File: src/rtl/rv32i_pkg.sv
// ----------------------------------------------------------------------------
// rv32i_pkg
// Shared RV32I datapath definitions used by the fetch/decode front end.
//   DPW         : width of PCs and instruction words
//   NOP_INSTR   : canonical bubble, addi x0,x0,0
//   fdq_entry_t : one fetch/decode queue slot {pc, instr, misalign}
// ----------------------------------------------------------------------------
package rv32i_pkg;

    localparam int DPW = 32;

    localparam logic [DPW-1:0] NOP_INSTR = 32'h0000_0013;

    typedef struct packed {
        logic [DPW-1:0] pc;
        logic [DPW-1:0] instr;
        logic           misalign;
    } fdq_entry_t;

endpackage

File: src/rtl/fdq_ptr.sv
// ----------------------------------------------------------------------------
// fdq_ptr
// Wrap-around pointer for the fetch/decode queue. Rolls from 2**PTRW-1 to 0,
// so the queue depth must be a power of two. Clear wins over increment.
// Ports:
//   clk, rst_n : clock, asynchronous active-low reset
//   clr_i      : return pointer to 0
//   inc_i      : advance pointer by one
//   ptr_o      : current pointer value
// ----------------------------------------------------------------------------
module fdq_ptr #(
    parameter int PTRW = 2
) (
    input  logic            clk,
    input  logic            rst_n,
    input  logic            clr_i,
    input  logic            inc_i,
    output logic [PTRW-1:0] ptr_o
);

    logic [PTRW-1:0] ptr_q;
    logic [PTRW-1:0] ptr_d;

    always_comb begin
        ptr_d = ptr_q;
        if (clr_i) begin
            ptr_d = '0;
        end else if (inc_i) begin
            ptr_d = ptr_q + PTRW'(1);
        end
    end

    always_ff @(posedge clk or negedge rst_n) begin
        if (!rst_n) begin
            ptr_q <= '0;
        end else begin
            ptr_q <= ptr_d;
        end
    end

    assign ptr_o = ptr_q;

endmodule

File: src/rtl/fetch_decode_queue.sv
// ----------------------------------------------------------------------------
// fetch_decode_queue
// DEPTH-entry FIFO between the fetch stage (i_cache output) and decode.
// Replaces the single IF/ID register; drives a NOP bubble when empty.
// Ports:
//   clk, rst_n      : clock, asynchronous active-low reset
//   PCF, instrF     : fetched PC / instruction
//   validF          : fetch data valid; dropped when readyF=0
//   readyF          : queue not full (depends on count only)
//   flushD          : discard all entries (redirect), highest priority
//   stallD          : decode holds the head entry
//   instrD, PCD     : head instruction / PC (bubble / 0 when empty)
//   validD          : head entry valid
//   misalignD       : head PC[1:0] != 0
//   count           : occupied entries, 0..DEPTH
// ----------------------------------------------------------------------------
module fetch_decode_queue
    import rv32i_pkg::*;
#(
    parameter int             DEPTH        = 4,
    parameter logic [DPW-1:0] BUBBLE_INSTR = NOP_INSTR,
    parameter int             CNTW         = $clog2(DEPTH + 1)
) (
    input  logic            clk,
    input  logic            rst_n,
    input  logic [DPW-1:0]  PCF,
    input  logic [DPW-1:0]  instrF,
    input  logic            validF,
    output logic            readyF,
    input  logic            flushD,
    input  logic            stallD,
    output logic [DPW-1:0]  instrD,
    output logic [DPW-1:0]  PCD,
    output logic            validD,
    output logic            misalignD,
    output logic [CNTW-1:0] count
);

    localparam int              PTRW     = $clog2(DEPTH);
    localparam logic [CNTW-1:0] FULL_CNT = CNTW'(DEPTH);

    fdq_entry_t      mem_q [DEPTH];
    logic [CNTW-1:0] count_q;
    logic [CNTW-1:0] count_d;
    logic [PTRW-1:0] wr_ptr;
    logic [PTRW-1:0] rd_ptr;
    logic            push;
    logic            pop;
    fdq_entry_t      head;

    // readyF looks only at the registered count, so a full queue refuses a
    // push even when decode pops in the same cycle.
    assign readyF = (count_q != FULL_CNT);
    assign validD = (count_q != '0);

    // Flush suppresses both sides so that nothing survives a redirect.
    assign push = validF && readyF && !flushD;
    assign pop  = validD && !stallD && !flushD;

    always_comb begin
        count_d = count_q;
        if (flushD) begin
            count_d = '0;
        end else begin
            count_d = count_q + CNTW'(push) - CNTW'(pop);
        end
    end

    always_ff @(posedge clk or negedge rst_n) begin
        if (!rst_n) begin
            count_q <= '0;
        end else begin
            count_q <= count_d;
        end
    end

    // Entry storage carries no reset: empty slots are never observable
    // because every output is gated by validD.
    always_ff @(posedge clk) begin
        if (push) begin
            mem_q[wr_ptr] <= '{pc: PCF, instr: instrF, misalign: (PCF[1:0] != 2'b00)};
        end
    end

    fdq_ptr #(.PTRW(PTRW)) u_wr_ptr (
        .clk   (clk),
        .rst_n (rst_n),
        .clr_i (flushD),
        .inc_i (push),
        .ptr_o (wr_ptr)
    );

    fdq_ptr #(.PTRW(PTRW)) u_rd_ptr (
        .clk   (clk),
        .rst_n (rst_n),
        .clr_i (flushD),
        .inc_i (pop),
        .ptr_o (rd_ptr)
    );

    assign head      = mem_q[rd_ptr];
    assign instrD    = validD ? head.instr : BUBBLE_INSTR;
    assign PCD       = validD ? head.pc    : '0;
    assign misalignD = validD && head.misalign;
    assign count     = count_q;

endmodule
File: config.mk
export PLATFORM = sky130hd
export DESIGN_NAME = fetch_decode_queue
export DESIGN_NICKNAME = d
export VERILOG_FILES = /design/src/rtl/rv32i_pkg.sv /design/src/rtl/fdq_ptr.sv /design/src/rtl/fetch_decode_queue.sv
export SDC_FILE = /design/constraint.sdc
export NUM_CORES = 1
export LEC_CHECK = 0
export CAP_MARGIN = 0
export CORE_MARGIN = 2
export CORE_UTILIZATION = 45
export DETAILED_ROUTE_END_ITERATION = 10
export HOLD_SLACK_MARGIN = 0.02
export PLACE_DENSITY = 0.64
export SLEW_MARGIN = 5
export SYNTH_ARGS = -nofsm -noshare
export SYNTH_HDL_FRONTEND = slang
export SYNTH_SLANG_ARGS = --single-unit
File: constraint.sdc
create_clock -name clk -period 5.1 [get_ports clk]
set_input_delay 0.51 -clock clk [delete_from_list [all_inputs] [get_ports clk]]
set_output_delay 0.51 -clock clk [all_outputs]
set_load 0.01 [all_outputs]
Yosys cells after proc, flatten, opt, wreduce, memory -nomap -nowiden
Memories as Yosys holds them, arrays and structs flattened.
Cells that the tools add are included.
{ "classes": {"n_addsub": 4, "n_eq_ne": 1, "n_mux": 9, "n_reduce_logical": 11} }
{ "op_table": {"columns": ["operator", "count"], "rows": [
  ["32-bit two-way mux", 2],
  ["2-bit two-way mux", 4],
  ["2-bit nonzero test", 3],
  ["1-bit logical AND", 5],
  ["2-bit by 1-bit adder with 2-bit output, second input constant", 2],
  ["3-bit by 1-bit adder with 3-bit output", 1],
  ["3-bit two-way mux", 1],
  ["3-bit inequality test, second input constant", 1],
  ["3-bit nonzero test", 1],
  ["3-bit by 1-bit subtractor with 3-bit output", 1],
  ["1-bit zero test", 2],
  ["1-bit two-way mux", 2]
]} }
{ "totals": {"reg_bits": 7, "mem_bits_rw": 260, "in_bits": 69, "output_inout_bits": 70, "wordCells": 29, "mem_count": 1} }
{ "memory_table": {"columns": ["memory", "words", "width", "read_ports", "rd_ports_with_merged_regs", "wr", "line", "text"], "rows": [
  ["mem_q", 4, 65, 1, 0, 1, "fetch_decode_queue.sv:42", "fdq_entry_t mem_q [DEPTH];"]
]} }

Depth between registers and ports, before layout
Gate-level depths: netlist of run 1.
{ "depth": {"word_depth": 6, "depth_mapped": 10, "depth_no_buf": 10} }

Hierarchy
From an unflattened synthesis of run 1, not the netlist that was laid out.
{ "unflattened": {"cells_unflattened": 449, "hier_area_um2": 10234.8} }
{ "modules_own_cells": {"columns": ["mod", "instances", "cells_per_inst", "area_each_um2", "seq_area_each_um2"], "rows": [
  ["fetch_decode_queue", 1, 435, 10057.1, 7882.6],
  ["fdq_ptr", 2, 7, 88.8, 50.0]
]} }

Least setup slack after synthesis of run 1
No wires, ideal clock.
{ "synth_timing": {"path_type": "input port to flip-flop", "startpoint": "in flushD", "endpoint": "mem mem_q[0][0] in the netlist's numbering, enable pin", "setup_ns": 0.430, "arrival_ns": 2.589, "required_time_ns": 4.670, "setup_slack_ns": 2.081, "path_stages": 3, "path_buffers": 1, "path_cell_list": "clkbuf_1 -> nor3_1 -> and2_1"} }
{ "synth_via": {"elab_chain_len": 4} }
{ "synth_lines": {"columns": ["item", "line", "text"], "rows": [
  ["from (decl)", "fetch_decode_queue.sv:30", "input logic flushD,"],
  ["1-bit zero test", "fetch_decode_queue.sv:57", "assign push = validF && readyF && !flushD;"],
  ["1-bit logical AND", "fetch_decode_queue.sv:57", null],
  ["1-bit two-way mux", "fetch_decode_queue.sv:80", "if (push) begin"],
  ["1-bit two-way mux (not written as such)", "fetch_decode_queue.sv:81", "mem_q[wr_ptr] <= '{pc: PCF, instr: instrF, misalign: (PCF[1:0] != 2'b00)};"],
  ["to (decl)", "fetch_decode_queue.sv:42", null]
]} }
Every way passes these cells.

Worst setup path in the final report of run 1
{ "layout_timing": {"startpoint": "reg u_rd_ptr.ptr_q[0] (netlist: u_rd_ptr.ptr_o[0])", "endpoint": "out PCD[2]"} }
{ "layout_via": {"elab_chain_len": 2} }
{ "layout_lines": {"columns": ["item", "line", "text"], "rows": [
  ["from (decl)", "fdq_ptr.sv:21", "logic [PTRW-1:0] ptr_q;"],
  ["from (signal assigned)", "fdq_ptr.sv:37", "ptr_q <= ptr_d;"],
  ["memory 4 x 65 bit", null, null],
  ["32-bit two-way mux", "fetch_decode_queue.sv:103", "assign PCD = validD ? head.pc : '0;"],
  ["to (decl)", "fetch_decode_queue.sv:33", "output logic [DPW-1:0] PCD,"]
]} }
Every way passes these cells.

==> results of run 1 <==
==> critical path: stages (launching register included) <==
cell	delay (ns)
sky130_fd_sc_hd__dfrtp_4	1.09
sky130_fd_sc_hd__buf_4	0.51
sky130_fd_sc_hd__mux4_2	0.57
sky130_fd_sc_hd__and2_1	0.17
sky130_fd_sc_hd__clkdlybuf4s50_1	0.48
==> synth_stat cells (2+ instances only) <==
library cell | n | area (um^2)
sky130_fd_sc_hd__a21oi_1 | 3 | 15.0
sky130_fd_sc_hd__and2_1 | 66 | 413
sky130_fd_sc_hd__buf_1 | 3 | 11.3
sky130_fd_sc_hd__buf_2 | 5 | 25.0
sky130_fd_sc_hd__buf_4 | 3 | 22.5
sky130_fd_sc_hd__buf_8 | 2 | 30.0
sky130_fd_sc_hd__clkbuf_1 | 7 | 26.3
sky130_fd_sc_hd__dfrtp_1 | 7 | 175
sky130_fd_sc_hd__edfxtp_1 | 260 | 7810
sky130_fd_sc_hd__ha_1 | 6 | 75.1
sky130_fd_sc_hd__inv_1 | 8 | 30.0
sky130_fd_sc_hd__mux4_2 | 65 | 1460
sky130_fd_sc_hd__nand2b_1 | 3 | 18.8
sky130_fd_sc_hd__nor2_1 | 3 | 11.3
sky130_fd_sc_hd__nor3_1 | 2 | 10.0
sky130_fd_sc_hd__o21ai_0 | 3 | 15.0
sky130_fd_sc_hd__or2_1 | 3 | 18.8
sky130_fd_sc_hd__or3_1 | 3 | 18.8
==> sequential cells by signal, indices dropped and copies added (netlist names) <==
| signal | count |
|---|---|
| u_rd_ptr.ptr_o | 2 |
| count | 3 |
| mem_q | 260 |
| u_wr_ptr.ptr_o | 2 |
==> worst paths after layout <==
kind / start / endpoint
setup / recovery: u_rd_ptr.ptr_o[0]$_DFFE_PN0P_ / PCD[2]
hold / removal: rst_n / count[0]$_DFF_PN0_
setup reg to reg: count[2]$_DFF_PN0_ / count[2]$_DFF_PN0_
hold reg to reg: u_wr_ptr.ptr_o[1]$_DFFE_PN0P_ / u_wr_ptr.ptr_o[1]$_DFFE_PN0P_
max in group asynchronous: rst_n / u_rd_ptr.ptr_o[0]$_DFFE_PN0P_
min in group clk: u_wr_ptr.ptr_o[1]$_DFFE_PN0P_ / u_wr_ptr.ptr_o[1]$_DFFE_PN0P_
==> cell type report <==
class                      count  area, um^2  share of cell area
sequential                   267        7990               0.627
multi-input combinational    165        2150               0.168
timing repair buffer         139        1390               0.109
clock buffer                  32         694              0.0545
tap                          285         357              0.0280
clock inverter                16         141              0.0111
inverter                       8        30.0             0.00236
antenna                        1        2.50            0.000196
==> stage by stage <==
| step | power [uW] | cell area (um^2) | hold slack (ns) | setup slack, ns |
|---|---|---|---|---|
| after floorplan | 3480 | 10300 | 0.214 | 2.08 |
| after global placement | 4220 | 11900 | 0.569 | 1.66 |
| after detailed placement | 4240 | 11900 | 0.587 | 1.65 |
| after CTS | 6110 | 12700 | 0.244 | 1.08 |
| after global routing | 6290 | 12700 | 0.266 | 0.955 |
| final | 6010 | 12800 | 0.265 | 1.23 |
==> kinds of logic after synthesis <==
family,count (synthesis)
xor gates and xnor gates,2
adders and majority gates,7
buffers and inverters,30
muxes,66
AOI/OAI and AO/OA,6
and+or+nand+nor,84
DFF,267
==> power breakdown <==
part / switching [uW] / internal [uW]
Combinational: 621 / 870
Sequential: 129 / 2530
Clock: 752 / 1110
Total: 1500 / 4510
==> layer usage <==
metal,global-route usage,up-vias,share of wire
met2,0.286,106,0.52
met1,0.207,2537,0.42
met5,0,-,0
li1,-,2159,-
met3,0.0270,21,0.045
met4,0.0406,0,0.015
==> results.rst, run 1 <==
.. list-table::
   :header-rows: 1

   * - Metric
     - Value
   * - Synthesis-stage register bit count
     - 267
   * - Arrival time reported for the critical path endpoint
     - between 3 and 4 ns
   * - Total global routing overflow
     - 0
   * - Final antenna-violating net count
     - 0
   * - Number of synthesized flops with an enable pin
     - 260
   * - Setup crit start kind
     - flip-flop
   * - Max-cap violations
     - 0
   * - Leak
     - just over 0.004 uW
   * - Detail Placement HPWL
     - between 10 and 15 mm
   * - Worst Path Class, Setup
     - reg2out
   * - CTS tree
     - built
   * - Core area
     - 22600 um^2
   * - Post-Synth Adder-Cell Area
     - 0.00924
   * - Routed WL
     - 18.9 mm
   * - Number of fill cells
     - 1700
   * - Fraction of the core area covered by cells at the end of the flow
     - 0.565
   * - Upper clock frequency limit
     - 258 MHz
   * - Antenna violations before repair
     - 1
   * - Simple-gate share of the synthesized area
     - 0.0506
   * - Floorplan die height
     - approximately 160 um
   * - Unrepaired setup endpoints after global routing
     - no
   * - Number of failing hold endpoints at the final stage
     - 0
   * - Vias in the first global route
     - about 5400
   * - Sum Neg Setup Slack
     - 0 ns
   * - Worst r2r path cells
     - 10
   * - Via Count
     - just under 5000
   * - DP Cell Count
     - approximately 860
   * - Weighted congestion reported at the end of routability-driven placement
     - between 0.7 and 0.8
   * - Final count of negative-setup-slack endpoints
     - 0
   * - Period utilization
     - 0.760
   * - Pin count of the biggest net entering global routing
     - between 60 and 70
   * - Routed via count divided by cell count
     - around 5.3
   * - Full die area
     - approximately 24000 um^2
   * - Largest fanout of any net on the critical path
     - 50
   * - Post-synthesis mux area share
     - 0.143
   * - Clock latency of the later-clocked register in the worst-skew pair
     - 0.51 ns
   * - Slew at the pin closest to its max-slew limit
     - between 1 and 1.5 ns
   * - Ys flop type
     - sky130_fd_sc_hd__edfxtp_1
   * - Initial Utilization
     - 0.456
   * - Share of final-layout standard cells stronger than drive strength 1
     - 0.171
   * - Xor and xnor fraction of the mapped netlist area
     - 0.00170
   * - Dominant combinational cell family by area after synthesis
     - multiplexers
   * - Number of nets in the synthesized netlist
     - ~540
   * - Clk sinks
     - roughly 270
   * - CP Capture Type
     - output pin
   * - Synthesized area
     - ~10000 um^2
   * - Max transition margin
     - 0.280
   * - Total Nets Final
     - ~700
   * - PwrDens
     - 472 nW/um^2
   * - Unique masters post-synth
     - 28
   * - Count of warnings emitted by yosys
     - 0
   * - Classification of the worst-slack hold path
     - in2async
   * - Maximum buffer depth of the clock tree
     - 3
   * - 1st-iter DRT viols
     - 226
   * - Number of clock buffers inserted by TritonCTS
     - 27
   * - GRT Overall Usage
     - 0.161
   * - Drt pass-1 iters
     - 4
   * - Highest-count cells in the layout ignoring fill and taps
     - sky130_fd_sc_hd__edfxtp_1, sky130_fd_sc_hd__clkdlybuf4s50_1, sky130_fd_sc_hd__mux4_2
   * - I/O Pins
     - 139
   * - Post-Syn Instances
     - between 400 and 500
   * - Number of gates given a new drive strength after cts
     - 0
   * - Die outline width
     - 155 um
   * - Proportion of synthesized chip area in sequential cells
     - 0.775
   * - Largest vdd supply drop
     - around 240 uV
   * - Run status
     - completed
   * - Final-report max-slew violation count
     - 0
   * - Min Tclk post-route
     - roughly 3.9 ns
   * - Relative area change from synthesis to final layout
     - 23.8%
   * - Clock-pin slew reported for the worst setup and hold paths after clock tree synthesis
     - roughly 0.060 ns
   * - IO Port Bufs
     - ~140
   * - First-pass GRT wire length
     - 29.5 mm
   * - Most common cell after layout, fill and taps aside
     - sky130_fd_sc_hd__edfxtp_1
   * - R2R Setup Slk
     - roughly 2.6 ns
   * - Worst setup skew after layout
     - between 0.009 and 0.01 ns
   * - Proportion of register bits with asynchronous set or reset after synthesis
     - 0.0262
   * - Clock tree root driver cell
     - sky130_fd_sc_hd__clkbuf_16
   * - Post-CTS setup buffer count
     - 0
   * - Data required time of the worst path
     - between 4 and 5 ns
   * - Row count
     - 55
   * - Number of non-filler instances in the completed layout
     - ~910
   * - CTS H-tree lvls
     - 1
   * - Total DRC errors in the routed layout
     - 0
   * - Per-instance average area after synthesis
     - between 20 and 25 um^2
   * - DR WL/cell
     - slightly above 20 um
   * - Share of the synthesized area in compound gates (AO/OA/AOI/OAI)
     - 0.00292
   * - Hold-fix buffer count after cts
     - 0
No activity file was read; power rests on OpenSTA's default activity.
==> inputs of run 2 (changes only) <==
- PLACE_DENSITY: 0.64 -> 0.67
- clock period: 5.1 -> 3.45 ns (I/O delays scaled with it)
==> results.rst, run 2 (synthesis gave the netlist of run 1 again) <==
.. list-table::
   :header-rows: 1

   * - Metric
     - Value
   * - Worst reg2reg startpoint
     - count[1]$_DFF_PN0_
   * - Maximum buffer depth of the clock tree
     - 3 (unchanged)
   * - Max transition margin
     - 0.318 (+0.0380)
   * - Slew at the pin closest to its max-slew limit
     - 1.02 ns (-0.0555 ns)
   * - CP Capture Type
     - output pin
   * - Largest register FFs
     - 260 (unchanged)
   * - Upper clock frequency limit
     - 312 MHz
   * - Highest-count cells in the layout ignoring fill and taps
     - sky130_fd_sc_hd__edfxtp_1, sky130_fd_sc_hd__clkdlybuf4s50_1, sky130_fd_sc_hd__mux4_2
   * - Worst setup skew after layout
     - 0.00537 ns (-0.00417 ns)
   * - Final count of negative-setup-slack endpoints
     - 0 (unchanged)
   * - R2R Setup Slk
     - 0.95 ns (-1.61 ns)
   * - Min Tclk post-route
     - 3.21 ns
   * - Drt pass-1 iters
     - 4 (unchanged)
   * - Total global routing overflow
     - 0 (unchanged)
   * - Reg with most FFs
     - mem_q
   * - Switching power of the nets
     - 2250 uW (+50%)
   * - Clock tree root driver cell
     - sky130_fd_sc_hd__clkbuf_16
   * - Clock group share of total power
     - 0.294 (-0.016)
   * - Weighted congestion reported at the end of routability-driven placement
     - 0.732 (+2.8%)
   * - Number of clock buffers inserted by TritonCTS
     - 26 (-3.7%)
   * - DP Cell Count
     - 877 (+1.5%)
   * - Endpoint of the worst setup timing path
     - instrD[18]
   * - 1st-iter DRT viols
     - 264 (+17%)
   * - CTS tree
     - built
   * - Clock latency of the later-clocked register in the worst-skew pair
     - 0.51 ns (about the same)
   * - Maximum cell stage delay along the critical path
     - 0.84 ns (-0.25 ns)
   * - Antenna diodes
     - 0 (-1)
   * - List of cells traversed by the critical path
     - buf_12 > mux4_2 > and2_1 > clkdlybuf4s50_1
   * - Classification of the worst-slack hold path
     - in2async
   * - GRT Overall Usage
     - 0.165 (+0.00468)
   * - Vias in the first global route
     - 5569 (+3.6%)
   * - Initial Utilization
     - 0.456 (unchanged)
   * - Worst Path Class, Setup
     - reg2out
   * - Routed WL
     - 19.5 mm (+3.3%)
   * - Floorplan die height
     - 155 um (unchanged)
   * - Post-CTS setup buffer count
     - 0 (unchanged)
   * - Routed via count divided by cell count
     - 5.34 (+1.1%)
   * - Period utilization
     - 0.929
   * - Row count
     - 55 (unchanged)
   * - Hold-fix buffer count after cts
     - 0 (unchanged)
   * - Clock-pin slew reported for the worst setup and hold paths after clock tree synthesis
     - 0.06 ns (about the same)
   * - Internal power summed over all cells
     - 6570 uW (+46%)
   * - Source of the critical timing path
     - u_rd_ptr.ptr_o[0]$_DFFE_PN0P_
   * - PwrDens
     - 685 nW/um^2 (+45%)
   * - Total Nets Final
     - 696 (+1.8%)
   * - Detail Placement HPWL
     - 11.6 mm (+9.8%)
   * - I/O Pins
     - 139 (unchanged)
   * - Setup crit start kind
     - flip-flop
   * - Portion of total power attributed to sequential cells
     - 0.441 (about the same)
   * - Worst r2r path cells
     - 10 (unchanged)
   * - Leak
     - 0.00410 uW (+1.5%)
   * - Combinational power share
     - 0.264 (+0.016)
   * - Die outline width
     - 155 um (unchanged)
   * - Via Count
     - 4935 (+2.3%)
   * - Final antenna-violating net count
     - 0 (unchanged)
   * - Fraction of the core area covered by cells at the end of the flow
     - 0.570 (+0.00488)
   * - Largest vdd supply drop
     - 534 uV (+130%)
   * - IO Port Bufs
     - 138 (unchanged)
   * - CTS H-tree lvls
     - 1 (unchanged)
   * - Pin count of the biggest net entering global routing
     - 68 (unchanged)
   * - Standard cell with the maximum stage delay on the critical path
     - sky130_fd_sc_hd__dfrtp_4
   * - Final-report max-slew violation count
     - 0 (unchanged)
   * - Clk sinks
     - 267 (unchanged)
   * - RR Endpoint
     - count[2]$_DFF_PN0_
   * - Most common cell after layout, fill and taps aside
     - sky130_fd_sc_hd__edfxtp_1
   * - Share of final-layout standard cells stronger than drive strength 1
     - 0.189 (+0.0187)
   * - First-pass GRT wire length
     - 30.7 mm (+3.8%)
   * - Largest fanout of any net on the critical path
     - 32 (-36%)
   * - Total DRC errors in the routed layout
     - 0 (unchanged)
   * - Antenna violations before repair
     - 0 (-1)
   * - Unrepaired setup endpoints after global routing
     - no
   * - Arrival time reported for the critical path endpoint
     - 2.86 ns (-0.50 ns)
   * - Number of failing hold endpoints at the final stage
     - 0 (unchanged)
   * - Sum Neg Setup Slack
     - 0 ns (unchanged)
   * - DR WL/cell
     - 21.1 um (+2.0%)
   * - Full die area
     - 24100 um^2 (unchanged)
   * - Data required time of the worst path
     - 3.11 ns (-1.48 ns)
   * - Max-cap violations
     - 0 (unchanged)
   * - Switching share of power
     - 0.255 (+0.00499)
   * - Number of gates given a new drive strength after cts
     - 0 (unchanged)
   * - Relative area change from synthesis to final layout
     - 24.9%
   * - Run status
     - completed
   * - Number of fill cells
     - 1668 (-1.9%)
   * - Core area
     - 22600 um^2 (unchanged)
   * - Number of non-filler instances in the completed layout
     - 924 (+1.2%)
## run 2: power by group through the flow
| stage | combinational, uW | sequential (uW) | clock (uW) |
|---|---|---|---|
| floorplan | 1280 | 3860 | 0 |
| global placement | 2350 | 3960 | 0 |
| detailed placement | 2360 | 3970 | 0 |
| CTS | 2370 | 3900 | 2660 |
| global route | 2520 | 3920 | 2790 |
| finish | 2330 | 3890 | 2600 |
## run 2: final cells by class
cell class | count | area (um^2) | area share
sequential | 267 | 7990 | 0.621
multi-input combinational | 165 | 2150 | 0.167
timing repair buffer | 152 | 1550 | 0.120
clock buffer | 33 | 698 | 0.0543
tap | 285 | 357 | 0.0277
clock inverter | 14 | 87.6 | 0.00681
inverter | 8 | 32.5 | 0.00253
## run 2: routing by layer
layer | vias up | routed length (um) | global-route usage
li1 | 2181 | - | -
met1 | 2574 | 8460 | 0.225
met2 | 154 | 9660 | 0.277
met3 | 26 | 1050 | 0.0298
met4 | 0 | 364 | 0.0494
met5 | - | 0 | 0
## run 2: worst min path at each step
stage / cells after the start / startpoint / to / slack, ns
global placement: 2 / u_wr_ptr.ptr_o[1]$_DFFE_PN0P_ / u_wr_ptr.ptr_o[1]$_DFFE_PN0P_ / 0.58
finish: 1 / rst_n / count[2]$_DFF_PN0_ / 0.11
CTS: 1 / rst_n / u_wr_ptr.ptr_o[1]$_DFFE_PN0P_ / 0.1
global route: 1 / rst_n / u_wr_ptr.ptr_o[1]$_DFFE_PN0P_ / 0.11
floorplan: 0 / rst_n / count[0]$_DFF_PN0_ / 0.05
detailed placement: 2 / u_wr_ptr.ptr_o[1]$_DFFE_PN0P_ / u_wr_ptr.ptr_o[1]$_DFFE_PN0P_ / 0.60
## run 2: through the flow
| stage | instance area, um^2 | hold slack (ns) | power (uW) | setup slack (ns) |
|---|---|---|---|---|
| finish | 12900 | 0.113 | 8820 | 0.244 |
| global placement | 12100 | 0.578 | 6300 | 0.697 |
| CTS | 12900 | 0.0996 | 8930 | 0.144 |
| detailed placement | 12100 | 0.596 | 6330 | 0.569 |
| floorplan | 10300 | 0.0494 | 5140 | 0.540 |
| global route | 12900 | 0.110 | 9230 | 0.0523 |
## run 2: critical path, delay by kind of cell (launching register included)
family                 cells  cell delay [ns]
AND/OR/NAND/NOR            1             0.21
buffers and inverters      2             0.77
multiplexers               1             0.52
flip-flops                 1             0.84
